<file path="config.mk">
export PLATFORM = sky130hd
export DESIGN_NAME = demux_dispatch_ctrl_flat
export DESIGN_NICKNAME = d
export VERILOG_FILES = /design/src/rtl/demux_dispatch_ctrl_pkg.sv /design/src/rtl/demux_dispatch_ctrl_if.sv /design/src/rtl/demux_dispatch_ctrl_demux.sv /design/src/rtl/demux_dispatch_ctrl.sv /design/src/flat_wrapper.sv
export SDC_FILE = /design/constraint.sdc
export NUM_CORES = 1
export LEC_CHECK = 0
export CORE_UTILIZATION = 30
export DETAILED_ROUTE_END_ITERATION = 8
export HOLD_SLACK_MARGIN = 0.1
export PLACE_DENSITY = 0.59
export SYNTH_ARGS = -nofsm -noshare
export SYNTH_HDL_FRONTEND = slang
export SYNTH_SLANG_ARGS = --single-unit
export TNS_END_PERCENT = 20
</file>
<file path="constraint.sdc">
create_clock -name clk -period 2.2 [get_ports clk]
set_input_delay 0.33 -clock clk [delete_from_list [all_inputs] [get_ports clk]]
set_output_delay 0.33 -clock clk [all_outputs]
set_load 0.03 [all_outputs]
</file>
<file path="src/rtl/demux_dispatch_ctrl_pkg.sv">
// Shared state encodings and channel index constants for the dispatch controller.
package demux_dispatch_ctrl_pkg;

  typedef enum logic [1:0] {
    IDLE   = 2'b00,
    SELECT = 2'b01,
    SEND   = 2'b10
  } state_t;

  localparam logic [1:0] CH0 = 2'd0;
  localparam logic [1:0] CH1 = 2'd1;
  localparam logic [1:0] CH2 = 2'd2;
  localparam logic [1:0] CH3 = 2'd3;

endpackage

</file>
<file path="src/rtl/demux_dispatch_ctrl_if.sv">
// Upstream handshake plus per-channel dispatch bus of the controller.
interface demux_dispatch_ctrl_if #(
  parameter int unsigned DATA_W = 1,
  parameter int unsigned CNT_W  = 8
);
  logic              in_valid;
  logic [DATA_W-1:0] in_data;
  logic              in_ready;
  logic [3:0]        ch_enable;
  logic [3:0]        ch_ready;
  logic              s0;
  logic              s1;
  logic [3:0]        ch_valid;
  logic [DATA_W-1:0] ch_data;
  logic              retry;
  logic [CNT_W-1:0]  tx_count;

  // Environment side: source and sinks
  modport master (
    output in_valid, in_data, ch_enable, ch_ready,
    input  in_ready, s0, s1, ch_valid, ch_data, retry, tx_count
  );

  // Controller side
  modport slave (
    input  in_valid, in_data, ch_enable, ch_ready,
    output in_ready, s0, s1, ch_valid, ch_data, retry, tx_count
  );
endinterface

</file>
<file path="src/rtl/demux_dispatch_ctrl_demux.sv">
// Gate-level 1:4 demux: routes input a to one of four outputs selected by {s1,s0}.
module one_bit_1_4_demux (
  input  logic a,
  input  logic s0,
  input  logic s1,
  output logic out1,
  output logic out2,
  output logic out3,
  output logic out4
);
  logic w_ns0;
  logic w_ns1;

  not u_not_s0 (w_ns0, s0);
  not u_not_s1 (w_ns1, s1);

  and u_and_out1 (out1, a, w_ns1, w_ns0);
  and u_and_out2 (out2, a, w_ns1, s0);
  and u_and_out3 (out3, a, s1, w_ns0);
  and u_and_out4 (out4, a, s1, s0);
endmodule

</file>
<file path="src/rtl/demux_dispatch_ctrl.sv">
// Round-robin dispatch controller: buffers one item, picks an enabled channel,
// strobes it through the 1:4 demux and re-arbitrates on stall timeout.
module demux_dispatch_ctrl
  import demux_dispatch_ctrl_pkg::*;
#(
  parameter int unsigned DATA_W  = 1,
  parameter int unsigned TIMEOUT = 8,
  parameter int unsigned CNT_W   = 8
) (
  input logic                  clk,
  input logic                  rst,
  demux_dispatch_ctrl_if.slave bus
);

  localparam int unsigned      WAIT_W     = (TIMEOUT > 1) ? $clog2(TIMEOUT) : 1;
  localparam logic [WAIT_W-1:0] WAIT_LAST = WAIT_W'(TIMEOUT - 1);
  localparam bit               TIMEOUT_EN = (TIMEOUT != 0);

  state_t              r_state, w_state;
  logic [1:0]          r_ptr, w_ptr;
  logic [1:0]          r_sel, w_sel;
  logic [DATA_W-1:0]   r_buf, w_buf;
  logic [WAIT_W-1:0]   r_wait_cnt, w_wait_cnt;
  logic [CNT_W-1:0]    r_tx_count, w_tx_count;
  logic                r_retry, w_retry;
  logic [2:0]          w_scan;
  logic                w_strobe;
  logic [3:0]          w_ch_valid;

  // First enabled channel at or after start (wrapping); bit 2 flags a hit.
  function automatic logic [2:0] f_rr_scan(input logic [3:0] en, input logic [1:0] start);
    logic [2:0] res;
    logic [1:0] idx;
    res = 3'b000;
    for (int i = 3; i >= 0; i--) begin
      idx = start + 2'(i);
      if (en[idx]) res = {1'b1, idx};
    end
    return res;
  endfunction

  // State and datapath registers
  always_ff @(posedge clk) begin
    if (rst) begin
      r_state    <= IDLE;
      r_ptr      <= CH0;
      r_sel      <= CH0;
      r_buf      <= '0;
      r_wait_cnt <= '0;
      r_tx_count <= '0;
      r_retry    <= 1'b0;
    end else begin
      r_state    <= w_state;
      r_ptr      <= w_ptr;
      r_sel      <= w_sel;
      r_buf      <= w_buf;
      r_wait_cnt <= w_wait_cnt;
      r_tx_count <= w_tx_count;
      r_retry    <= w_retry;
    end
  end

  // Next-state, arbitration and stall-timeout logic
  always_comb begin
    w_state    = r_state;
    w_ptr      = r_ptr;
    w_sel      = r_sel;
    w_buf      = r_buf;
    w_wait_cnt = r_wait_cnt;
    w_tx_count = r_tx_count;
    w_retry    = 1'b0;
    w_scan     = f_rr_scan(bus.ch_enable, r_ptr);
    case (r_state)
      IDLE: begin
        if (bus.in_valid) begin
          w_buf   = bus.in_data;
          w_state = SELECT;
        end
      end
      SELECT: begin
        if (w_scan[2]) begin
          w_sel      = w_scan[1:0];
          w_wait_cnt = '0;
          w_state    = SEND;
        end
      end
      SEND: begin
        if (bus.ch_ready[r_sel]) begin
          w_ptr      = r_sel + 2'd1;
          w_tx_count = r_tx_count + CNT_W'(1);
          w_state    = IDLE;
        end else if (!bus.ch_enable[r_sel]) begin
          w_ptr   = r_sel + 2'd1;
          w_state = SELECT;
        end else if (TIMEOUT_EN && (r_wait_cnt == WAIT_LAST)) begin
          w_retry = 1'b1;
          w_ptr   = r_sel + 2'd1;
          w_state = SELECT;
        end else begin
          w_wait_cnt = r_wait_cnt + WAIT_W'(1);
        end
      end
      default: w_state = IDLE;
    endcase
  end

  assign w_strobe = (r_state == SEND);

  // One-hot channel valid from the gate-level demux
  one_bit_1_4_demux u_demux (
    .a    (w_strobe),
    .s0   (r_sel[0]),
    .s1   (r_sel[1]),
    .out1 (w_ch_valid[0]),
    .out2 (w_ch_valid[1]),
    .out3 (w_ch_valid[2]),
    .out4 (w_ch_valid[3])
  );

  assign bus.in_ready = (r_state == IDLE);
  assign bus.s0       = r_sel[0];
  assign bus.s1       = r_sel[1];
  assign bus.ch_valid = w_ch_valid;
  assign bus.ch_data  = r_buf;
  assign bus.retry    = r_retry;
  assign bus.tx_count = r_tx_count;

endmodule

</file>
<file path="src/flat_wrapper.sv">
// flat-port wrapper written by rule: the top's interface ports become plain ports
module demux_dispatch_ctrl_flat import demux_dispatch_ctrl_pkg::*;
#(
  parameter int unsigned DATA_W  = 1,
  parameter int unsigned TIMEOUT = 8,
  parameter int unsigned CNT_W   = 8
)
  (clk, rst, bus_in_valid, bus_in_data, bus_ch_enable, bus_ch_ready, bus_in_ready, bus_s0, bus_s1, bus_ch_valid, bus_ch_data, bus_retry, bus_tx_count);
  demux_dispatch_ctrl_if #(.DATA_W(DATA_W), .CNT_W(CNT_W)) bus_i ();
  input logic clk;
  input logic rst;
  input wire logic [$bits(bus_i.in_valid)-1:0] bus_in_valid;
  input wire logic [$bits(bus_i.in_data)-1:0] bus_in_data;
  input wire logic [$bits(bus_i.ch_enable)-1:0] bus_ch_enable;
  input wire logic [$bits(bus_i.ch_ready)-1:0] bus_ch_ready;
  output wire logic [$bits(bus_i.in_ready)-1:0] bus_in_ready;
  output wire logic [$bits(bus_i.s0)-1:0] bus_s0;
  output wire logic [$bits(bus_i.s1)-1:0] bus_s1;
  output wire logic [$bits(bus_i.ch_valid)-1:0] bus_ch_valid;
  output wire logic [$bits(bus_i.ch_data)-1:0] bus_ch_data;
  output wire logic [$bits(bus_i.retry)-1:0] bus_retry;
  output wire logic [$bits(bus_i.tx_count)-1:0] bus_tx_count;
  assign bus_i.in_valid = bus_in_valid;
  assign bus_i.in_data = bus_in_data;
  assign bus_i.ch_enable = bus_ch_enable;
  assign bus_i.ch_ready = bus_ch_ready;
  assign bus_in_ready = bus_i.in_ready;
  assign bus_s0 = bus_i.s0;
  assign bus_s1 = bus_i.s1;
  assign bus_ch_valid = bus_i.ch_valid;
  assign bus_ch_data = bus_i.ch_data;
  assign bus_retry = bus_i.retry;
  assign bus_tx_count = bus_i.tx_count;
  demux_dispatch_ctrl #(.DATA_W(DATA_W), .TIMEOUT(TIMEOUT), .CNT_W(CNT_W)) u_core (.clk(clk), .rst(rst), .bus(bus_i));
endmodule
</file>
# Yosys cells after proc, flatten, opt, wreduce, memory -nomap -nowiden
# Index checks and enable logic that the tools add are counted.
# totals
output_inout_bits	17
ff_bits	19
elab_cells	76
# op_classes
n_eq_ne	10
n_mux	31
add_sub_neg	6
n_bitwise	4
order_cmp	5
reduce_logical	13
# ops
operator	n
3-bit two-way mux	8
2-bit two-way mux	8
2-bit by 3-bit < comparator with 1-bit output, second input constant	5
3-bit AND reduction	5
1-bit binary-select mux with 2-bit select	6
8-bit by 1-bit adder with 8-bit output, second input constant	1
2-bit AND reduction	4
1-bit two-way mux	7
2-bit inequality test, second input constant	3
2-bit one-hot mux with 3 select lines	1
3-bit one-hot mux with 2 select lines	1
5-bit AND reduction	1
2-bit by 1-bit adder with 2-bit output, second input constant	2
2-bit adder, second input constant	2
2-bit by 1-bit inequality test with 1-bit output, second input constant	2
4-bit by 3-bit inequality test with 1-bit output, second input constant	1
1-bit inverter	4
4-bit OR reduction	1
3-bit by 1-bit adder with 3-bit output, second input constant	1
3-bit == test, second input constant	1
3-bit by 2-bit inequality test with 1-bit output, second input constant	1
2-bit by 1-bit == test with 1-bit output, second input constant	1
2-bit == test, second input constant	1
2-bit logical NOT	1
2-bit nonzero test	1

# Longest topological paths before layout
# logic_depth
depth_word	9
depth_mapped	5
ltp_nobuf	5

# Cells and area by module
# From an unflattened synthesis, not the netlist that was laid out.
# hier_totals
hier_cells	123
area_unflattened_um2	1093.5
# by_module_without_submodules
module	cells_per_inst	area_each_um2	n_inst
demux_dispatch_ctrl	119	1056.0	1
one_bit_1_4_demux	4	37.5	1

# Worst setup path before layout
# No wires, ideal clock.
# synth_timing
path_kind	register to register
startpoint	reg u_core.r_sel[0]
endpoint	reg u_core.r_wait_cnt[0]
path_stages_with_launch	6
arrival_ns	1.810
path_buffers	1
synth_period_minus_slack_ns	1.933
setup_slack_ns	0.267
path_cell_list	dfxtp_1 > buf_6 > mux2_4 > nor4_4 > o21a_4 > mux2_1
# synth_between
elab_chain_len	4
word_cells_on_any_way	7
# synth_lines
element	line_no	text
from (decl)	demux_dispatch_ctrl.sv:21	logic [1:0] r_sel, w_sel;
from (signal assigned)	demux_dispatch_ctrl.sv:55	r_sel <= w_sel;
1-bit binary-select mux with 2-bit select, on equally long branches	demux_dispatch_ctrl.sv:88, demux_dispatch_ctrl.sv:92	
1-bit two-way mux, on equally long branches	demux_dispatch_ctrl.sv:88, demux_dispatch_ctrl.sv:92	
2-bit inequality test (no source line) or 2-bit by 1-bit inequality test with 1-bit output (tied branches)	n/a	
5-bit AND reduction (no source line) (*)	n/a	
to (signal assigned)	demux_dispatch_ctrl.sv:57	r_wait_cnt <= w_wait_cnt;
to (decl)	demux_dispatch_ctrl.sv:23	logic [WAIT_W-1:0] r_wait_cnt, w_wait_cnt;
# Mark *: on every way between the ends. The rest lies on a longest branch, timed or not. The select of a mux whose other input is x is not followed.
# A chain may end at the register's enable or synchronous reset.

# Final worst setup path
# layout_timing
startpoint	reg u_core.r_sel[0]
endpoint	out bus_s0
# layout_rtl
element	line_no	text
to (decl)	flat_wrapper.sv:17	output wire logic [$bits(bus_i.s0)-1:0] bus_s0;
# No word-level cell between the ends.

==> flow_summary.ini <==
[cts]
clock_sinks = 19
cts_buffer_depth = 2
cts_tree = built
clkLatencyLatePin_ns = 0.26
cts.reportedPaths.clkPinSlew_ns = 0.07
cts_resized = 0
hold_buffers = 0
htree_num_levels = 1
ctsRootBufferMaster = clkbuf_8
cts_buffers = 3
post_cts.repair.setup_buffers = 0

[global_routing]
track_usage_pct = 13.9
grt_max_degree = 16
globalRouteOverflowTotal = 0
grt_pass1_wl_um = 4420
antenna_found_initial = 0
grt_pass1_vias = 1020

[placement]
place_ws_ns = 0.188
gp_congestion = 0.820
port_buffers = 28
hpwl_um = 1940

[timing]
fin_skew_ns = 0.00644
slew_viol_final = 0
post-route-worst-setup-slack_ns = 0.168
fmax_mhz = 492
tightest_slew_ns = 0.548
finalHoldViolCount = 0
period_needed_ns = 2.03
setup_viol = 0
rsz0062_at_grt = no
fin_crit_sh_pct = 92.4
slew_headroom_pct = 63.4
finalSetupTns_ns = 0

[synthesis]
synth_top_family_by_area = simple AND/OR/NAND/NOR gates
synth-simple-area-share_pct = 27.8
synth-edff-count = 0
synth_compound_area_share_pct = 10.8
yosys_warnings = 0
muxShareOfSynthArea_pct = 11.9
syn_avg_cell_area_um2 = 8.77
synth_nets = 145
synth_top_area_share_pct = 33.4
synthCells = 130
syn-cell-area_um2 = 1140
synthArstFlopShare_pct = 0
synth-xor-area-share_pct = 5.38
synth_top_area_cell = dfxtp_1
yosysSeqAreaShare_pct = 33.4
synthFlopType = dfxtp_1
synthTopCellsByArea = dfxtp_1 (33%), xor2_1 (5.4%), mux2i_1 (5.3%)
synthAdderAreaFrac_pct = 3.29
synth-seq-cells = 19
ys_types = 41

[hold_path]
min_path_type = flop to flop

[pwr]
comb_power_share_pct = 17.8
seqPwrFrac_pct = 49.5
p_clk_share_pct = 32.8
powerDensity_nw_per_um2 = 502
switching_share_pct = 26.7
p_sw_uw = 197
irDropWorstVdd_mv = 0.339
intPower_uw = 541
static-leakage-power_nw = 0.566

[routing]
route.detailed.drc = 0
ant_nets = 0
num_vias = 1031
routed_wl_um = 2610
drt_first_iter_violations = 34
vias_per_cell = 5.08
firstDrtPassIters = 4
wl_per_cell_um = 12.9

[worst_setup_path]
crit_buf_inv = 1
worstPathCellList = clkdlybuf4s50_1
path_max_fanout = 13
cp_top_family = buffers and inverters
endpoint_kind = primary output
crit_path_max_incr_delay_ns = 0.77
crit_path_start_kind = flop
worstSetupPathType = flop to primary output
crit_arrival_ns = 1.70
required_ns = 1.87
cp_slowest_cell = clkdlybuf4s50_1

[floorplan]
start_util_pct = 31.1
die_h_um = 63.6
num_rows = 22
ioPinCount = 29
dieArea_um2 = 4050
die_w_um = 63.6
fp.coreArea_um2 = 3660

[flow_run]
cap_violations = 0

[finish]
area.growth.synth_to_final_pct = 29.0
layout_common_cells = clkdlybuf4s50_1 (25), dfxtp_1 (19), nor2_1 (14), nand2_1 (12)
diodes = 0
fin_nets = 171
final_common_cell = clkdlybuf4s50_1
drive_above_1_share_pct = 12.9

[run_status]
status = finished, final reports clean
==> cell families (layout without fill, tap and decap cells) <==
family | after synthesis | count (layout)
simple gates | 58 | 58
mux | 11 | 11
buf+inv | 14 | 39
fa+ha+maj | 3 | 3
flops | 19 | 19
xor+xnor | 7 | 7
compound gates | 18 | 18
==> synth_stat cells (2+ instances only) <==
library cell and number:
mux2_4 2, nand2b_1 3, nor2_1 14, a21oi_1 9
ha_1 3, clkbuf_1 3, nand4_1 3, nand2_1 12
o21ai_0 2, xor2_1 7, nor3_1 2, dfxtp_1 19
and3_1 5, inv_1 3, mux2i_1 6, nand3_1 9
buf_4 4
==> layout make-up <==
type                    instances  area [um^2]
flip-flops and latches         19          380
multi-input cells              97          673
clock buffers                   3         41.3
clock inverters                 1         5.00
well taps                      48         60.1
inverters                       4         15.0
repair buffers                 31          295
fillers                       370         2190
==> through the flow <==
step / hold WS (ns) / area [um^2] / std cells / power (mW) / utilization (%)
after floorplan: 0.450 / 1140 / 130 / 0.451 / -
after global placement: 0.449 / 1420 / 199 / 0.501 / 38.9
after detailed placement: 0.458 / 1420 / 199 / 0.504 / 38.9
after CTS: 0.467 / 1470 / 203 / 0.749 / 40.2
after global routing: 0.509 / 1470 / 203 / 0.772 / 40.2
final: 0.460 / 1470 / 203 / 0.738 / 40.2
==> power groups by stage <==
stage          Clock (mW)  Sequential [mW]  Combinational, mW
3_5_place_dp            0            0.373              0.131
6_report            0.242            0.365              0.131
2_1_floorplan           0            0.373             0.0782
4_1_cts             0.253            0.365              0.132
5_1_grt             0.263            0.366              0.143
3_3_place_gp            0            0.372              0.129
==> path summary, 6_finish.rpt <==
path	startpoint	endpoint	slack, ns	cells after the start
max	u_core.r_sel[0]$_SDFFE_PP0P_	bus_s0	0.17	1
min	u_core.bus.ch_data$_SDFFE_PP0P_	u_core.bus.ch_data$_SDFFE_PP0P_	0.46	2
max reg2reg	u_core.r_sel[0]$_SDFFE_PP0P_	u_core.r_ptr[0]$_SDFFE_PP0P_	0.23	4
min reg2reg	u_core.bus.ch_data$_SDFFE_PP0P_	u_core.bus.ch_data$_SDFFE_PP0P_	0.46	2
==> sequential cells by signal, indices dropped and copies added, names as in the netlist <==
register	flops
u_core.r_ptr	2
u_core.r_state	2
u_core.bus.tx_count	8
u_core.r_sel	2
u_core.r_wait_cnt	3
u_core.bus.ch_data	1
u_core.bus.retry	1
==> worst min-delay path: stages (launching register included) <==
cell     delay [ns]
dfxtp_1        0.32
nand2_1        0.05
a21oi_1        0.05
==> layer usage <==
| metal | vias to the layer above | track usage, % | wire [um] |
|---|---|---|---|
| met5 | - | 0 | 0 |
| met4 | 0 | 8.52 | 78 |
| met3 | 8 | 3.62 | 100 |
| met2 | 29 | 23.5 | 1260 |
| met1 | 489 | 15.5 | 1180 |
| li1 | 505 | - | - |
No activity file was read; power rests on OpenSTA's default activity.
==> patch 1: new RTL, config.mk and constraints unchanged <==
`CNT_W` is set to 8 in 3 places; all go to 10.
--- a/src/rtl/demux_dispatch_ctrl_if.sv
+++ b/src/rtl/demux_dispatch_ctrl_if.sv
@@ -1,7 +1,7 @@
 // Upstream handshake plus per-channel dispatch bus of the controller.
 interface demux_dispatch_ctrl_if #(
   parameter int unsigned DATA_W = 1,
-  parameter int unsigned CNT_W  = 8
+  parameter int unsigned CNT_W  = 10
 );
   logic              in_valid;
   logic [DATA_W-1:0] in_data;
--- a/src/rtl/demux_dispatch_ctrl.sv
+++ b/src/rtl/demux_dispatch_ctrl.sv
@@ -5,7 +5,7 @@
 #(
   parameter int unsigned DATA_W  = 1,
   parameter int unsigned TIMEOUT = 8,
-  parameter int unsigned CNT_W   = 8
+  parameter int unsigned CNT_W   = 10
 ) (
   input logic                  clk,
   input logic                  rst,
--- a/src/flat_wrapper.sv
+++ b/src/flat_wrapper.sv
@@ -3,7 +3,7 @@
 #(
   parameter int unsigned DATA_W  = 1,
   parameter int unsigned TIMEOUT = 8,
-  parameter int unsigned CNT_W   = 8
+  parameter int unsigned CNT_W   = 10
 )
   (clk, rst, bus_in_valid, bus_in_data, bus_ch_enable, bus_ch_ready, bus_in_ready, bus_s0, bus_s1, bus_ch_valid, bus_ch_data, bus_retry, bus_tx_count);
   demux_dispatch_ctrl_if #(.DATA_W(DATA_W), .CNT_W(CNT_W)) bus_i ();
Interface: changed (resized bus_tx_count); port bits go from 29 to 31. The function was not compared with the original's and may differ.
==> patch 1 against the original RTL <==
Total power rose by 7.8%. Sequential cell count grew 2. Routed wire length grew 2.6%. Setup slack gained 0.0046 ns. Die area up 5.1%. Largest cell class unchanged. Area after synthesis up 5.3%. Via count is 4.8% higher. Count of clock-buffer cells in the layout is the same. Synthesized cell count up 3.1%. Global-route usage fell by 0.55 points. Cell area rose by 8.9%.
==> patch 1: results (changes against the original RTL) <==
metric,value,unit,change
number of flip-flops in the largest register,10,,+2
All-Layer GR Usage,0.134,,-0.00550
worst slack on hold paths,0.481,ns,+0.0211 ns
net count after synthesis,149,,+2.8%
worst setup path endpoint,bus_ch_valid[2],,
beginning of the worst register-to-register path,u_core.r_wait_cnt[0]$_SDFFE_PP0P_,,
static leakage,0.628,nW,+11%
status,finished clean,,
highest clock frequency the design can meet,0.493,GHz,+0.23%
fin util,0.427,,+0.0259
switching part of the total power,0.264,,-0.00278
number of different library cells in the post-synthesis netlist,44,,+7.3%
main area contributors after synthesis,"sky130_fd_sc_hd__dfxtp_1, sky130_fd_sc_hd__xor2_1, sky130_fd_sc_hd__mux2i_1",,
reported clock group power,0.252,mW,+4%
global-route met3 utilization,0.0313,,-0.00498
met2 track demand over resource in global routing,0.254,,+0.0185
maximum single-stage delay on the critical path,0.47,ns,-0.30 ns
reg2reg setup slack,0.27,ns,+0.04 ns
pin count of the biggest net entering global routing,19,,+3
Routed met3 length,101,um,+1.0%
cells resized by post-CTS repair,3,,+3
Overall Power,0.795,mW,+7.8%
total instance count after detailed placement,211,,+6.0%
most frequent cells after synthesis,"sky130_fd_sc_hd__dfxtp_1, sky130_fd_sc_hd__nor2_1, sky130_fd_sc_hd__nand2_1",,
Synth Area per Inst,8.95,um2,+2.1%
number of nets in the finished design,183,,+7.0%
total of buffers placed on input and output ports,30,,+7.1%
Via density,5.02,,-1.1%
global-route wire length before repair,4.44,mm,+0.47%
largest fanout of any net on the critical path,8,,-5
DPL Wire Length,2.09,mm,+8.0%
total detailed-routing wirelength,2.68,mm,+2.6%
share of post-route cells with drive strength above 1,0.138,,+0.00869
Worst Setup Slack post-DPL,0.0547,ns,-0.134 ns
Routed met1 length,1.21,mm,+3.0%
Met2 Wirelength,1.35,mm,+7.3%
number of filler cells placed in the layout,393,,+6.2%
share of total power in sequential cells,0.505,,+0.010
Reg2Reg Depth,5,,+1
gate family responsible for the most delay along the worst path,simple AND/OR/NAND/NOR gates,,
average wire per cell in the routed design,12.5,um,-3.2%
Crit. Startpoint,u_core.r_state[1]$_SDFFE_PP0P_,,
number of global-route vias before repair,1035,,+1.5%
-- patch 1: changes by cell type after synthesis, moves of 2 or more --
cell and change:
sky130_fd_sc_hd__and3_1 -3, sky130_fd_sc_hd__a31oi_1 +2, sky130_fd_sc_hd__dfxtp_1 +2, sky130_fd_sc_hd__nand2b_1 -2, sky130_fd_sc_hd__nor3b_1 +2, sky130_fd_sc_hd__o21a_1 +2, sky130_fd_sc_hd__or3_1 +2
-- patch 1: cell families after synthesis --
| family | synth area share |
|---|---|
| muxes | 0.106 |
| DFF | 0.350 |
| and+or+nand+nor | 0.270 |
| adders and majority gates | 0.0313 |
| AOI/OAI and AO/OA | 0.117 |
| buffers and inverters | 0.0667 |
| xor gates and xnor gates | 0.0584 |
-- patch 1: cell type report --
cell class | instances | share of cell area
inverter | 2 | 0.00469
sequential | 21 | 0.263
clock buffer | 3 | 0.0258
tap | 48 | 0.0375
multi-input combinational | 101 | 0.437
timing repair buffer | 39 | 0.229
clock inverter | 1 | 0.00313
==> patch 2: new RTL, config.mk and constraints unchanged <==
Without the edit above. Encoding of `state_t`: now one-hot (3 bits for 3 states).
--- a/src/rtl/demux_dispatch_ctrl_pkg.sv
+++ b/src/rtl/demux_dispatch_ctrl_pkg.sv
@@ -1,10 +1,10 @@
 // Shared state encodings and channel index constants for the dispatch controller.
 package demux_dispatch_ctrl_pkg;
 
-  typedef enum logic [1:0] {
-    IDLE   = 2'b00,
-    SELECT = 2'b01,
-    SEND   = 2'b10
+  typedef enum logic [2:0] {
+    IDLE   = 3'b001,
+    SELECT = 3'b010,
+    SEND   = 3'b100
   } state_t;
 
   localparam logic [1:0] CH0 = 2'd0;
Formal check against the unedited RTL: no difference found for any inputs over 10 cycles, from zero or initial values and one cycle with rst high; not proved beyond that.
==> patch 2 against the original RTL <==
Utilization grew 3.9 points. Hold slack gained 0.012 ns. Setup slack lost 0.020 ns. Synthesized cell count grew 9.2%. Sequential cell count grew 1. Routed wire length grew 21%. Area after synthesis grew 7.9%. Critical path type unchanged. Sequential share of layout area shrank 1.9 points. Cell area grew 14%. Fmax shrank 1.0%.
Power is not compared: it rests on default switching activity, and its combinational part moved more than twofold at a synthesized area within 25%.
==> patch 2: results (changes against the original RTL) <==
metric,value,unit,change
share of cell area taken by muxes after synthesis,0.0865,,-0.0321
final-report hold violation count,0,,unchanged
number of different library cells in the post-synthesis netlist,43,,+4.9%
net count after synthesis,157,,+8.3%
All-Layer GR Usage,0.157,,+0.0178
DRC violation total after the first TritonRoute iteration,95,,+180%
number of filler cells placed in the layout,389,,+5.1%
synthesized-area fraction occupied by xor and xnor cells,0.0570,,+0.00318
DPL Wire Length,2.37,mm,+22%
Worst EP arrival,1.72,ns,+0.02 ns
post-route non-filler standard cell count,225,,+11%
Synth Area per Inst,8.66,um2,-1.2%
Post-DP Area,1600,um2,+13%
Power Internal,0.757,mW,
Crit. Startpoint,u_core.r_state[0]$_SDFFE_PP1P_,,
number of nets in the finished design,193,,+13%
worst setup path endpoint,bus_in_ready,,
clock network share of area,0.0426,,+0.0111
number of non-clock buffers,43,,+39%
most frequent cells after synthesis,"sky130_fd_sc_hd__dfxtp_1, sky130_fd_sc_hd__nand2_1, sky130_fd_sc_hd__nor2_1",,
gp weighted congestion,0.764,,-6.9%
main area contributors after synthesis,"sky130_fd_sc_hd__dfxtp_1, sky130_fd_sc_hd__xor2_1, sky130_fd_sc_hd__mux2i_1",,
Worst Setup Slack post-DPL,0.0274,ns,-0.161 ns
multi-input gate share of total cell area,0.441,,-0.0166
total detailed-routing wirelength,3.16,mm,+21%
share of synthesized area occupied by flip-flops and latches,0.326,,-0.00817
Compound-Gate Fraction of Synth Area,0.118,,+0.0104
status,finished clean,,
Final Instance Area,1670,um2,+14%
share of Yosys cell area claimed by the top area cell type,0.326,,-0.00817
number of global-route vias before repair,1122,,+10%
share of post-route cells with drive strength above 1,0.198,,+0.0687
Clock Skew,0.00243,ns,-0.00401 ns
measured slew at the worst slew-check pin,0.502,ns,-0.0459 ns
portion of the layout cell area used by non-clock buffers,0.230,,+0.0288
sequential cell count of the final layout,20,,+1
maximum single-stage delay on the critical path,0.72,ns,-0.05 ns
Reg2Reg Depth,5,,+1
number of non-clock inverters in the layout,5,,+1
largest fanout of any net on the critical path,8,,-5
proportion of cell area occupied by registers,0.239,,-0.0194
worst slack on hold paths,0.472,ns,+0.0119 ns
cells resized by post-CTS repair,1,,+1
multi-input gate count,105,,+8.2%
-- patch 2: cell types whose count changed in the layout (fill, tap and decap cells not counted), moves of 2 or more --
cell                       unedited run  this run
sky130_fd_sc_hd__and3_1               5         3
sky130_fd_sc_hd__nor3b_1              0         4
sky130_fd_sc_hd__nand2b_1             3         1
sky130_fd_sc_hd__a31oi_1              0         4
sky130_fd_sc_hd__mux2_4               2         0
sky130_fd_sc_hd__inv_1                3         5
sky130_fd_sc_hd__a211oi_1             0         2
sky130_fd_sc_hd__nor2_1              14        11
sky130_fd_sc_hd__buf_4                6        18
sky130_fd_sc_hd__o21ai_0              2         5
sky130_fd_sc_hd__mux2_2               1         3
-- patch 2: per-layer routing --
metal	routed length, um	global-route usage	vias up
met5	0	0	-
met4	0	0.0372	0
met3	165	0.0138	0
met2	1550	0.272	32
met1	1450	0.209	555
li1	-	-	574
-- patch 2: critical path: cells and delay by family (launching register included) --
kind	cells	cell delay [ns]
buffers and inverters	2	0.88
and+or+nand+nor	1	0.25
DFF	1	0.34
